[config.mk]
export PLATFORM = sky130hd
export DESIGN_NAME = rs_decoder
export DESIGN_NICKNAME = d
export VERILOG_FILES = /design/src/rtl/rs_decoder.sv
export SDC_FILE = /design/constraint.sdc
export NUM_CORES = 1
export LEC_CHECK = 0
export CAP_MARGIN = 20
export CORE_MARGIN = 5
export CORE_UTILIZATION = 41
export DETAILED_ROUTE_END_ITERATION = 12
export DONT_BUFFER_PORTS = 1
export SLEW_MARGIN = 20
export SYNTH_ARGS = -nofsm -noshare
export SYNTH_HDL_FRONTEND = slang
export SYNTH_SLANG_ARGS = --single-unit
export TNS_END_PERCENT = 50
[constraint.sdc]
create_clock -name clk -period 17.75 [get_ports clk]
set_input_delay 3.55 -clock clk [delete_from_list [all_inputs] [get_ports clk]]
set_output_delay 3.55 -clock clk [all_outputs]
set_load 0.01 [all_outputs]
[src/rtl/rs_decoder.sv]
// RS(7,5) single-symbol-correcting decoder over GF(8), primitive poly x^3+x+1.
// Correction is combinational; the error/uncorrectable flags are registered.
module rs_decoder (
  input  logic        clk,
  input  logic        reset,
  input  logic [20:0] codeword,
  output logic [20:0] corrected,
  output logic        err_detected,
  output logic        uncorrectable
);

  localparam logic [2:0] ALPHA   = 3'b010;
  localparam logic [2:0] ALPHA_2 = 3'b100;

  // Symbols store the x^0 coefficient in bit 2; the arithmetic below works on
  // the natural ordering (bit k = x^k), so symbols are bit-reversed on entry.
  function automatic logic [2:0] sym_to_poly(input logic [2:0] s);
    return {s[0], s[1], s[2]};
  endfunction

  function automatic logic [2:0] gf_mul(input logic [2:0] x, input logic [2:0] y);
    logic [4:0] p;
    p = '0;
    for (int i = 0; i < 3; i++) begin
      if (y[i]) p = p ^ ({2'b00, x} << i);
    end
    if (p[4]) p = p ^ 5'b10110;
    if (p[3]) p = p ^ 5'b01011;
    return p[2:0];
  endfunction

  function automatic logic [2:0] gf_log(input logic [2:0] v);
    logic [2:0] l;
    case (v)
      3'd1:    l = 3'd0;
      3'd2:    l = 3'd1;
      3'd4:    l = 3'd2;
      3'd3:    l = 3'd3;
      3'd6:    l = 3'd4;
      3'd7:    l = 3'd5;
      3'd5:    l = 3'd6;
      default: l = 3'd0;
    endcase
    return l;
  endfunction

  function automatic logic [2:0] gf_exp(input logic [2:0] l);
    logic [2:0] v;
    case (l)
      3'd0:    v = 3'd1;
      3'd1:    v = 3'd2;
      3'd2:    v = 3'd4;
      3'd3:    v = 3'd3;
      3'd4:    v = 3'd6;
      3'd5:    v = 3'd7;
      3'd6:    v = 3'd5;
      default: v = 3'd1;
    endcase
    return v;
  endfunction

  // Inputs never exceed 20, so two conditional subtractions suffice.
  function automatic logic [2:0] mod7(input logic [4:0] x);
    logic [4:0] t;
    t = x;
    if (t >= 5'd14)     t = t - 5'd14;
    else if (t >= 5'd7) t = t - 5'd7;
    return t[2:0];
  endfunction

  logic [2:0]  sym_poly [7];
  logic [2:0]  h1 [8];
  logic [2:0]  h2 [8];
  logic [2:0]  s1;
  logic [2:0]  s2;
  logic [2:0]  log_s1;
  logic [2:0]  log_s2;
  logic [2:0]  err_loc;
  logic [2:0]  mag_log;
  logic [2:0]  mag_sym;
  logic        syndrome_nz;
  logic        correctable;
  logic [20:0] fixed_word;
  logic        err_detected_reg;
  logic        uncorrectable_reg;

  // Horner evaluation of r(a) and r(a^2), highest-order symbol first.
  assign h1[7] = '0;
  assign h2[7] = '0;

  genvar gi;
  generate
    for (gi = 0; gi < 7; gi++) begin : g_syndrome
      assign sym_poly[gi] = sym_to_poly(codeword[3*gi +: 3]);
      assign h1[gi] = gf_mul(h1[gi+1], ALPHA) ^ sym_poly[gi];
      assign h2[gi] = gf_mul(h2[gi+1], ALPHA_2) ^ sym_poly[gi];
    end
  endgenerate

  assign s1 = h1[0];
  assign s2 = h2[0];

  assign syndrome_nz = (s1 != 3'd0) || (s2 != 3'd0);
  assign correctable = (s1 != 3'd0) && (s2 != 3'd0);

  // Location a^j = S2/S1 and magnitude e = S1^2/S2, done in the log domain.
  assign log_s1  = gf_log(s1);
  assign log_s2  = gf_log(s2);
  assign err_loc = mod7({2'b00, log_s2} + 5'd7 - {2'b00, log_s1});
  assign mag_log = mod7({1'b0, log_s1, 1'b0} + 5'd7 - {2'b00, log_s2});
  assign mag_sym = sym_to_poly(gf_exp(mag_log));

  generate
    for (gi = 0; gi < 7; gi++) begin : g_correct
      assign fixed_word[3*gi +: 3] = (correctable && (err_loc == 3'(gi)))
                                   ? (codeword[3*gi +: 3] ^ mag_sym)
                                   : codeword[3*gi +: 3];
    end
  endgenerate

  assign corrected = reset ? 21'd0 : fixed_word;

  always_ff @(posedge clk or posedge reset) begin
    if (reset) begin
      err_detected_reg  <= 1'b0;
      uncorrectable_reg <= 1'b0;
    end else begin
      err_detected_reg  <= syndrome_nz;
      uncorrectable_reg <= syndrome_nz && !correctable;
    end
  end

  assign err_detected  = err_detected_reg;
  assign uncorrectable = uncorrectable_reg;

endmodule

==> results by group <==
Finish
  • Commonest cells after routing, fill and taps aside: 32 x xnor2_1, 27 x nor2_1, 24 x xor2_1, 14 x o211ai_1
  • Final Cell Area: 0.00208 mm²
  • Fill count: 508
  • Register Area: 50.0 µm²
  • Layout area overhead: 2.78%
  • Multi-input gate area: 0.00185 mm²
  • Final #Nets: 275
  • Most common cell after layout, fill and taps aside: xnor2_1
  • Share of layout cells above drive strength 1: 15.7%
  • Antenna diode count: 0

Critical path
  • Critical-path top delay cell: nor4_1
  • Element type at the critical path end: output port
  • Crit path kind: input pin to output port
  • Max incr delay on CP: 710 ps
  • CP max FO: 7
  • CP most frequent cell: nor2_1
  • Required time worst endpoint: 14200 ps
  • Arrival time at the worst endpoint: 8950 ps
  • Critical path startpoint category: input pin
  • Critical-path cell list: xnor3_2 -> xnor2_2 -> xor3_4 -> nor2_1 -> nor2_1 -> ha_1 -> fa_1 -> inv_1 -> nand4_1 -> and3_1 -> or2_2 -> ha_1 -> o21ai_0 -> o31ai_1 -> o211ai_2 -> nand2_4 -> nor4_1 -> o211ai_1 -> xor2_1 -> nor2_1

CTS
  • Postcts setup bufs: 0
  • CTS Buf Count: 3
  • Clock Path Buffers: 2
  • Clk sink count: 2
  • Post-cts resize count: 0
  • H-Tree Depth: 1
  • Clk slew on worst S/H paths: 30 ps
  • Root Buffer: clkbuf_8
  • TritonCTS clock tree: yes
  • Hold-fix buffers, CTS: 0

Timing
  • Fmax: 0.0800 GHz
  • Max_slew headroom: 43.6%
  • Worst-margin pin slew: 838 ps
  • Final setup fails: 0
  • Slew Viols, Final: 0
  • Final Hold Vio Count: 0
  • Min Tclk post-route: 12500 ps
  • RSZ-0062 raised after global routing: false
  • Final Cycle Share: 70.4%
  • Setup TNS: 0 ps

Floorplanning
  • Die Area: 0.00644 mm²
  • I/O pin count: 46
  • Core area: 0.00475 mm²
  • Die Wd: 80.2 µm
  • Die span in y: 80.2 µm
  • Floorplan row count: 25
  • Initial Utilization: 42.5%

Yosys
  • Sequential share of the synthesized area: 2.48%
  • Mux share of post-synthesis cell area: 3.59%
  • Post-synth ARST share: 100%
  • Ys flop type: dfrtp_1
  • Adder-cell share of the synthesized area: 9.41%
  • Largest family of logic cells by synthesized area: XOR/XNOR gates
  • Post-synth EDFFs: 0
  • Synth Instances: 241
  • Total number of yosys warnings: 0
  • Post-Syn Area: 0.00202 mm²
  • Netlist cell types: 65
  • Syn_area_per_cell: 8.39 µm²
  • Compound-Gate Fraction of Synth Area: 24.4%
  • XOR/XNOR share of the synthesized area: 37.5%
  • Simple-gate share of the synthesized area: 16.7%
  • Register bit total from synthesis: 2
  • Syn nets: 278

Detailed routing
  • Vias: 1655
  • TritonRoute pass-1 iters: 5
  • ANT nets after route: 0
  • WL/cell: 16.3 µm
  • Final WL: 4950 µm
  • DR iter-0 viols: 90
  • Via-to-Cell Ratio: 5.46
  • # DRC: 0

Place
  • Final HPWL DP: 4240 µm
  • Buffers on Ports: 0
  • Routability cong.: 0.852
  • Placed cell areas: 0.00204 mm²

Status
  • Status: complete, no violations

Global route
  • Overall fraction of global-route tracks in use: 15.5%
  • Initial antenna violation count: 0
  • Gr ovfl total: 0
  • Number of global-route vias before repair: 1608
  • Largest net degree at the start of global routing: 23
  • First-pass GRT wire length: 8020 µm

Job
  • Max Cap Viol: 0

Min path
  • Hold Crit Class: input pin to asynchronous set/reset pin
## synth_stat cells (3+ instances only)
cell type / instances / area [µm²]
xnor2_1: 32 / 280
nor2_1: 27 / 101
xor2_1: 24 / 210
o211ai_1: 14 / 105
ha_1: 12 / 150
inv_1: 12 / 45.0
nand2_1: 11 / 41.3
a21oi_1: 7 / 35.0
o21ai_0: 7 / 35.0
a211oi_1: 6 / 45.0
mux2i_1: 5 / 50.1
nor3_1: 4 / 20.0
a211oi_2: 3 / 37.5
a21o_1: 3 / 22.5
a21o_2: 3 / 26.3
buf_6: 3 / 33.8
nand3_1: 3 / 15.0
o21a_1: 3 / 22.5
xnor2_2: 3 / 48.8
xnor3_1: 3 / 67.6
## layout make-up
cell class | count | share of cell area (%)
Sequential cell | 2 | 2.41
Tap cell | 67 | 4.03
Clock buffer | 3 | 1.99
Multi-Input combinational cell | 218 | 89.1
Inverter | 13 | 2.47
## per-stage QoR
step | utilization [%] | hold slack, ps | instances | setup WS, ps
after detailed placement | 42.8 | 3300 | 300 | 5280
after CTS | 43.7 | 3080 | 303 | 5270
after global placement | 42.8 | 3300 | 300 | 5330
after floorplan | - | 3500 | 241 | 5790
after global routing | 43.7 | 3100 | 303 | 4840
final | 43.7 | 3090 | 303 | 5250
## worst max-delay path by stage
stage,start,endpoint,depth (start not counted)
2_1_floorplan,codeword[19],corrected[15],22
3_3_place_gp,codeword[18],corrected[13],20
3_5_place_dp,codeword[18],corrected[13],20
4_1_cts,codeword[18],corrected[13],20
5_1_grt,codeword[18],corrected[0],20
6_report,codeword[18],corrected[0],20
## metal layers
metal,up-vias,part of all wire [%],global-route usage (%)
li1,849,-,-
met1,747,47,22.0
met2,55,46,25.4
met3,4,6.4,1.91
met4,0,0.46,2.53
met5,-,0,0
## logic make-up after synthesis
logic type / count (synthesis)
and+or+nand+nor: 66
xor gates and xnor gates: 68
adders and majority gates: 14
buffers and inverters: 21
AOI/OAI and AO/OA: 63
DFF: 2
muxes: 7
## critical path, delay by kind of cell
| family | cells | cell delay [ps] |
|---|---|---|
| AOI/OAI and AO/OA | 4 | 740 |
| xor gates and xnor gates | 4 | 1480 |
| adders and majority gates | 3 | 1020 |
| buffers and inverters | 1 | 110 |
| and+or+nand+nor | 8 | 2030 |
Power is left out: the tool's default activity adds up to more than one toggle a clock period on the data nets, which glitch-free logic cannot reach.
